==> config.mk <==
export PLATFORM = sky130hd
export DESIGN_NAME = serial_alu_engine
export DESIGN_NICKNAME = d
export VERILOG_FILES = /design/src/rtl/alu_pkg.sv /design/src/rtl/alu_bit_slice.sv /design/src/rtl/serial_alu_engine.sv
export SDC_FILE = /design/constraint.sdc
export NUM_CORES = 1
export LEC_CHECK = 0
export BUFFER_PORTS_ARGS = -buffer_cell sky130_fd_sc_hd__buf_2
export CAP_MARGIN = 20
export CORE_MARGIN = 1.5
export CORE_UTILIZATION = 35
export CTS_CLUSTER_SIZE = 30
export DETAILED_ROUTE_END_ITERATION = 10
export HOLD_SLACK_MARGIN = 0.06
export SLEW_MARGIN = 0
export SYNTH_ARGS = -nofsm -noshare
export SYNTH_HDL_FRONTEND = slang
export SYNTH_SLANG_ARGS = --single-unit
export TNS_END_PERCENT = 30
==> constraint.sdc <==
create_clock -name clk -period 2.85 [get_ports clk]
set_input_delay 0.57 -clock clk [delete_from_list [all_inputs] [get_ports clk]]
set_output_delay 0.57 -clock clk [all_outputs]
set_load 0.005 [all_outputs]
==> src/rtl/alu_pkg.sv <==
// Shared constants for the bit-serial ALU: opcodes, slice operations and
// FSM state encodings, plus the opcode-to-slice-operation mapping.
package alu_pkg;

    // Opcodes presented on the operand handshake
    localparam logic [1:0] OP_AND = 2'b00;
    localparam logic [1:0] OP_OR  = 2'b01;
    localparam logic [1:0] OP_ADD = 2'b10;
    localparam logic [1:0] OP_SUB = 2'b11;

    // Operations understood by the single-bit slice
    localparam logic [1:0] SL_AND = 2'b00;
    localparam logic [1:0] SL_OR  = 2'b01;
    localparam logic [1:0] SL_SUM = 2'b10;

    // Engine FSM states
    typedef enum logic [1:0] {
        S_IDLE = 2'b00,
        S_RUN  = 2'b01,
        S_DONE = 2'b10
    } state_t;

    // ADD and SUB both run through the adder; the logic ops map one-to-one.
    function automatic logic [1:0] slice_sel(input logic [1:0] opcode);
        logic [1:0] sel;
        case (opcode)
            OP_AND:  sel = SL_AND;
            OP_OR:   sel = SL_OR;
            default: sel = SL_SUM;
        endcase
        return sel;
    endfunction

    // True for the opcodes that propagate a carry chain
    function automatic logic is_arith(input logic [1:0] opcode);
        return opcode[1];
    endfunction

endpackage

==> src/rtl/alu_bit_slice.sv <==
// One-bit ALU slice: full adder with optional B inversion and a 3:1
// result mux selecting AND, OR or SUM. Purely combinational.
module alu_bit_slice
    import alu_pkg::*;
(
    input  logic       a,
    input  logic       b,
    input  logic       invert_b,
    input  logic       cin,
    input  logic [1:0] sel,
    output logic       res,
    output logic       cout
);

    logic bx;
    logic sum;

    assign bx = b ^ invert_b;

    // Full adder on the (possibly inverted) B bit
    always_comb begin
        sum  = a ^ bx ^ cin;
        cout = (a & bx) | (cin & (a ^ bx));
    end

    // Result mux; the unused encoding yields 0
    always_comb begin
        res = 1'b0;
        case (sel)
            SL_AND:  res = a & bx;
            SL_OR:   res = a | bx;
            SL_SUM:  res = sum;
            default: res = 1'b0;
        endcase
    end

endmodule

==> src/rtl/serial_alu_engine.sv <==
// Bit-serial ALU engine. Operands are accepted in IDLE, processed LSB-first
// through one alu_bit_slice over WIDTH RUN cycles, and the result word with
// carry/overflow/zero flags is held in DONE until the consumer takes it.
//
// Handshakes: a transfer happens on a rising edge where valid and ready are
// both high. in_ready is high only in IDLE, out_valid only in DONE; the
// producer must hold in_valid and its data until the transfer edge, and the
// engine holds out_valid and the result fields stable until out_ready.
module serial_alu_engine
    import alu_pkg::*;
#(
    parameter int WIDTH = 8
) (
    input  logic             clk,
    input  logic             rst_n,
    input  logic             in_valid,
    output logic             in_ready,
    input  logic [WIDTH-1:0] a,
    input  logic [WIDTH-1:0] b,
    input  logic [1:0]       op,
    output logic             out_valid,
    input  logic             out_ready,
    output logic [WIDTH-1:0] result,
    output logic             cout,
    output logic             ovf,
    output logic             zero,
    output logic [1:0]       dbg_state
);

    localparam int              CW   = (WIDTH > 1) ? $clog2(WIDTH) : 1;
    localparam logic [CW-1:0]   LAST = CW'(WIDTH - 1);

    state_t           state_q, state_d;
    logic [WIDTH-1:0] a_sh_q, a_sh_d;
    logic [WIDTH-1:0] b_sh_q, b_sh_d;
    logic [WIDTH-1:0] res_sh_q, res_sh_d;
    logic [1:0]       op_q, op_d;
    logic [CW-1:0]    count_q, count_d;
    logic             carry_q, carry_d;
    logic             cout_q, cout_d;
    logic             ovf_q, ovf_d;

    logic             slice_res;
    logic             slice_cout;

    // The slice always looks at the current LSBs and the running carry
    alu_bit_slice u_slice (
        .a        (a_sh_q[0]),
        .b        (b_sh_q[0]),
        .invert_b (op_q == OP_SUB),
        .cin      (carry_q),
        .sel      (slice_sel(op_q)),
        .res      (slice_res),
        .cout     (slice_cout)
    );

    // State and datapath registers; reset abandons any operation in flight
    always_ff @(posedge clk or negedge rst_n) begin
        if (!rst_n) begin
            state_q  <= S_IDLE;
            a_sh_q   <= '0;
            b_sh_q   <= '0;
            res_sh_q <= '0;
            op_q     <= OP_AND;
            count_q  <= '0;
            carry_q  <= 1'b0;
            cout_q   <= 1'b0;
            ovf_q    <= 1'b0;
        end else begin
            state_q  <= state_d;
            a_sh_q   <= a_sh_d;
            b_sh_q   <= b_sh_d;
            res_sh_q <= res_sh_d;
            op_q     <= op_d;
            count_q  <= count_d;
            carry_q  <= carry_d;
            cout_q   <= cout_d;
            ovf_q    <= ovf_d;
        end
    end

    // Next-state and datapath update for IDLE / RUN / DONE
    always_comb begin
        state_d  = state_q;
        a_sh_d   = a_sh_q;
        b_sh_d   = b_sh_q;
        res_sh_d = res_sh_q;
        op_d     = op_q;
        count_d  = count_q;
        carry_d  = carry_q;
        cout_d   = cout_q;
        ovf_d    = ovf_q;

        case (state_q)
            S_IDLE: begin
                if (in_valid && in_ready) begin
                    a_sh_d   = a;
                    b_sh_d   = b;
                    op_d     = op;
                    res_sh_d = '0;
                    count_d  = '0;
                    // SUB is A + ~B + 1: the +1 enters as the initial carry
                    carry_d  = (op == OP_SUB);
                    cout_d   = 1'b0;
                    ovf_d    = 1'b0;
                    state_d  = S_RUN;
                end
            end

            S_RUN: begin
                a_sh_d   = a_sh_q >> 1;
                b_sh_d   = b_sh_q >> 1;
                res_sh_d = res_sh_q >> 1;
                res_sh_d[WIDTH-1] = slice_res;
                carry_d  = is_arith(op_q) & slice_cout;
                count_d  = count_q + CW'(1);
                if (count_q == LAST) begin
                    // carry_q is the carry into the MSB on this cycle
                    cout_d  = is_arith(op_q) & slice_cout;
                    ovf_d   = is_arith(op_q) & (carry_q ^ slice_cout);
                    state_d = S_DONE;
                end
            end

            S_DONE: begin
                if (out_ready) begin
                    state_d = S_IDLE;
                end
            end

            default: begin
                state_d = S_IDLE;
            end
        endcase
    end

    // Handshake and result outputs decoded from registered state
    always_comb begin
        in_ready  = (state_q == S_IDLE);
        out_valid = (state_q == S_DONE);
        result    = res_sh_q;
        cout      = cout_q;
        ovf       = ovf_q;
        // Qualified so the flag only reports a result that is being offered
        zero      = out_valid && (res_sh_q == '0);
        dbg_state = state_q;
    end

endmodule

## Word level (Yosys, flattened, before mapping)

Cells that the tools add are included.
W data, S select, Z words.

| storage, ports and cells | value |
|---|---|
| bits in registers | 34 |
| bits in latches | 0 |
| bits in writable memories | 0 |
| memory bits (read-only) | 0 |
| input bits | 22 |
| output and inout port bits | 15 |
| word-level logic and storage cells | 63 |
| memories | 0 |

| cells by class | value |
|---|---|
| add/subtract/negate cells | 1 |
| multipliers | 0 |
| div/mod/pow operators | 0 |
| $lt $le $gt $ge | 0 |
| equal/unequal tests | 11 |
| shifts and indexed selects | 0 |
| mux-type cells | 21 |
| bitwise logic cells | 10 |
| reduce and logical (&&, ||, !) cells | 11 |

Operators with widths:

| operator | count |
|---|---|
| $pmux W8 S2 | 3 |
| $mux W8 | 3 |
| $eq A2 B2 Y1 const B | 4 |
| $logic_not A8 Y1 | 1 |
| $eq A2 B1 Y1 const B | 3 |
| $logic_not A2 Y1 | 3 |
| $mux W2 | 3 |
| $pmux W1 S2 | 3 |
| $pmux W2 S3 | 1 |
| $pmux W3 S2 | 1 |
| $reduce_and A3 Y1 | 2 |
| $and A1 B1 Y1 | 4 |
| $mux W1 | 4 |
| $ne A2 B1 Y1 const B | 2 |
| $pmux W2 S2 | 1 |
| $reduce_and A2 Y1 | 2 |
| $xor A1 B1 Y1 | 4 |
| $add A3 B1 Y3 const B | 1 |
| $eq A3 B3 Y1 const B | 1 |
| $mux W3 | 1 |
| $pmux W1 S3 | 1 |
| $logic_and A1 B1 Y1 | 2 |
| $ne A2 B2 Y1 const B | 1 |
| $or A1 B1 Y1 | 2 |
| $reduce_bool A2 Y1 | 1 |

## Longest topological paths before layout

| logic depth | value |
|---|---|
| depth after elaboration | 9 |
| gate-level depth with buffers | 7 |
| mapped depth without buffers | 7 |

## Modules after synthesis

From an unflattened synthesis, not the netlist that was laid out.

| unflattened totals | value |
|---|---|
| cells, all modules | 185 |
| area total of the unflattened synthesis | 1,776.7 um2 |

Modules (own cells, without submodules):

| module | times used | cells each | area each (um2) | sequential area each (um2) |
|---|---|---|---|---|
| serial_alu_engine | 1 | 173 | 1,682.9 | 850.8 |
| alu_bit_slice | 1 | 12 | 93.8 | 0.0 |

## Worst setup path before layout

OpenSTA, ideal clock, no wires.

| timing | value |
|---|---|
| path kind | reg-to-reg |
| start point | register op_q[1] |
| end point | register ovf_q, in the netlist ovf |
| setup time | 0.127 ns |
| arrival | 1.679 ns |
| required time | 2.723 ns |
| slack | 1.044 ns |
| stages on the path, launching flop included | 8 |
| clock period less this slack | 1.806 ns |
| cell sequence | dfrtp_1 > nand2_1 > xnor2_1 > inv_1 > fa_1 > xnor2_1 > and3_1 > mux2_1 |

| on the way | value |
|---|---|
| cells in the longest elaborated chain, start to end | 9 |
| elaborated cells between the ends (all ways) | 10 |
| those cells by class | 1 x eq/ne; 2 x mux; 7 x bitwise |

Ends and longest elaborated chain:

| item | RTL line | text |
|---|---|---|
| start, declared | serial_alu_engine.sv:37 | `logic [1:0] op_q, op_d;` |
| start signal, assigned | serial_alu_engine.sv:74 | `op_q <= op_d;` |
| $eq A2 B2 Y1 | serial_alu_engine.sv:50 | `.invert_b (op_q == OP_SUB),` |
| $xor A1 B1 Y1 | alu_bit_slice.sv:18 | `assign bx = b ^ invert_b;` |
| $xor A1 B1 Y1 | alu_bit_slice.sv:23 | `cout = (a & bx) \| (cin & (a ^ bx));` |
| $and A1 B1 Y1 | alu_bit_slice.sv:23 |  |
| $or A1 B1 Y1 | alu_bit_slice.sv:23 |  |
| $xor A1 B1 Y1 | serial_alu_engine.sv:120 | `ovf_d = is_arith(op_q) & (carry_q ^ slice_cout);` |
| $and A1 B1 Y1 * | serial_alu_engine.sv:120 |  |
| $mux W1 * | serial_alu_engine.sv:117 | `if (count_q == LAST) begin` |
| $pmux W1 S2 * | serial_alu_engine.sv:94 | `case (state_q)` |
| end signal, assigned | serial_alu_engine.sv:78 | `ovf_q <= ovf_d;` |
| end, declared | serial_alu_engine.sv:41 | `logic ovf_q, ovf_d;` |

Every way passes the cells marked *; elsewhere a longest branch is shown, timed or not. The select of a mux whose other input is x is not followed.
A chain may end at the register's enable or synchronous reset.

## Worst setup path after layout

| timing | value |
|---|---|
| start point | register state_q[0], in the netlist dbg_state[0] |
| end point | output port in_ready |

| on the way | value |
|---|---|
| cells in the longest elaborated chain, start to end | 1 |

Ends and longest elaborated chain:

| item | RTL line | text |
|---|---|---|
| start, declared | serial_alu_engine.sv:33 | `state_t state_q, state_d;` |
| start signal, assigned | serial_alu_engine.sv:70 | `state_q <= state_d;` |
| $logic_not A2 Y1 | serial_alu_engine.sv:139 | `in_ready = (state_q == S_IDLE);` |
| end, declared | serial_alu_engine.sv:17 | `output logic in_ready,` |

No other way between the ends.

==> impl_metrics.yaml <==
status:
  run_status: "finished with violations"
  violations: "DRC"
floorplanning:
  rows: 24
  die_x_um: 71.70
  die_h_um: 71.70
  initial_core_util_pct: 37.16
  die_area_sq_um: 5140
  io_pins: 37
  coreArea_sq_um: 4444
detailed_routing:
  post_drt_via_cell_ratio: 5.138
  drt_iter0_markers: 110
  ant_nets: 0
  vias: 1269
  wl_um: 3202
  drc: 3
  dr.pass1.iters: 7
  wl_per_cell_um: 12.96
sta:
  tns_ns: 0
  fmax_mhz: 491.0
  setup_viol: 0
  grt_setup_unrepaired: "false"
  tightest_slew_ns: 0.8044
  skew_ns: 0.006845
  finalHoldViolCount: 0
  slew_headroom_pct: 46.26
  period_needed_ns: 2.037
  fin_crit_sh_pct: 71.47
  drv_slew: 0
critical_path:
  critical_path.max_fanout: 20
  start_kind: "flop"
  cp.arrival_ns: 1.47
  r2r_start: "op_q[1]$_DFFE_PN0P_"
  crit_path_start: "dbg_state[0]$_DFFE_PN0P_"
  required_ns: 2.28
  crit_path_end_kind: "primary output"
  path_class: "flop to primary output"
layout:
  mostFrequentLayoutCells: "buf_2, dfrtp_1, nand2_1"
  n_fill_cell: 437
  fin_area_sq_um: 1993
  diodes: 0
  drive_above_1_share_pct: 27.18
  layout_commonest_cell: "buf_2"
  nNetsFinal: 221
  area_growth_pct: 20.68
yosys:
  synthArstFlopShare_pct: 100.0
  syn_area_sq_um: 1652
  synth-seq-cells: 34
  synth.net_count: 186
  netlist.area_leader.share_pct: 51.52
  postSynthAreaPerCell_sq_um: 10.39
  ys_types: 28
  synthCells: 159
  synth.area.top_cells: "dfrtp_1, o21ai_0, nand2_1, a22o_1, and3b_1"
  yosysSeqAreaShare_pct: 51.52
  synth_top_cell_by_area: "dfrtp_1"
  synth_warnings: 0
  synth_edf_count: 0
  synth_ff_type: "dfrtp_1"
cts:
  cts.sinks: 34
  cts_buffer_depth: 2
  clk_latency_ns: 0.29
  cts-root-buf: "clkbuf_8"
  cts_tree: "yes"
  cts_inserted_buffers: 5
  ctsHoldBuffers: 0
  clkTransAtPathRegs_ns: 0.08
  htree_levels: 2
  postCtsSetupBuffers: 0
  cts-resized-gates: 0
global_route:
  antenna_found_initial: 0
  grt_pass1_wl_um: 5754
  grt_use_total_pct: 14.20
  grt_pass1_vias: 1256
  grt_max_degree: 35
  overflow: 0
min_path:
  worstHoldPathType: "input pin to async pin"
run:
  cap_violations: 0
power_and_ir_drop:
  leakagePower_uw: 0.0009804
  power.density_nw_per_um2: 1065
  ir_worst_vdd_v: 0.0004435
placed_design:
  place_hpwl_um: 2179
  placed_cell_area_sq_um: 1856
  port_buffers: 36
  finalWeightedCongestion: 0.7757
power breakdown:
part           internal, uW  switching (uW)  leakage (uW)
registers               684             180      0.000440
clock network           350             182     0.0000683
logic                   372             356      0.000473
total                  1410             718      0.000980
layout make-up:
cell class | count | area [sq um] | area share (%)
clock inverter | 3 | 68.82 | 3.453
multi-input combinational | 112 | 733.2 | 36.79
timing repair buffer | 38 | 195.2 | 9.793
tap | 52 | 65.06 | 3.264
sequential | 34 | 850.8 | 42.69
clock buffer | 5 | 68.82 | 3.453
inverter | 3 | 11.26 | 0.5650
worst paths after layout:
check	to	slack, ns	cells past startpoint
max reg2reg	ovf$_DFFE_PN0P_	0.91	7
max in group asynchronous	b_sh_q[1]$_DFFE_PN0P_	2.03	1
min in group clk	a_sh_q[4]$_DFFE_PN0P_	0.48	2
max	in_ready	0.81	3
min reg2reg	a_sh_q[4]$_DFFE_PN0P_	0.48	2
min	result[7]$_DFFE_PN0P_	0.35	1
layer usage:
layer	wire length, um	vias up	GRT usage (%)
li1	-	637	-
met1	1646	587	20.22
met2	1299	38	20.58
met3	219	7	4.641
met4	37	0	4.403
met5	0	-	0
synthesized netlist by cell type (2+ instances only):
master and number:
dfrtp_1 34, nand2_1 24, o21ai_0 18, a21oi_1 11
a22o_1 9, and3b_1 8, nor2b_1 8, a22oi_1 7
buf_4 4, ha_1 4, buf_2 3, clkbuf_1 3
inv_1 3, mux2_2 3, nand2b_1 3, and3_1 2
nor4_1 2, o21ai_1 2, xnor2_1 2
critical path: stages, from the launching register on:
cell	delay, ns
dfrtp_1	0.68
buf_4	0.32
nor2_1	0.06
buf_2	0.12
state kept, by name (all words and copies together) (netlist names):
register   count
a_sh_q         8
result         8
op_q           2
carry_q        1
dbg_state      2
ovf            1
count_q        3
b_sh_q         8
cout           1
kinds of logic after synthesis:
kind of cell | Yosys count | share of synthesized area, %
AO/OA/AOI/OAI | 50 | 19.39
adder cells (fa/ha/maj) | 5 | 4.243
multiplexers | 4 | 2.727
XOR/XNOR | 2 | 1.061
buffers and inverters | 13 | 4.091
flip-flops | 34 | 51.52
AND/OR/NAND/NOR | 51 | 16.97
per-stage QoR:
step / total power, uW / utilization (%) / instances / hold WS, ns / setup WS, ns
floorplan: 1405 / - / 159 / 0.2744 / 1.044
global placement: 1597 / 41.75 / 239 / 0.4652 / 0.9581
detailed placement: 1614 / 41.75 / 239 / 0.4706 / 0.8948
CTS: 2153 / 44.85 / 247 / 0.3770 / 0.7857
global route: 2320 / 44.85 / 247 / 0.4255 / 0.6575
finish: 2124 / 44.85 / 247 / 0.3487 / 0.8132
No activity file was read; power rests on OpenSTA's default activity.
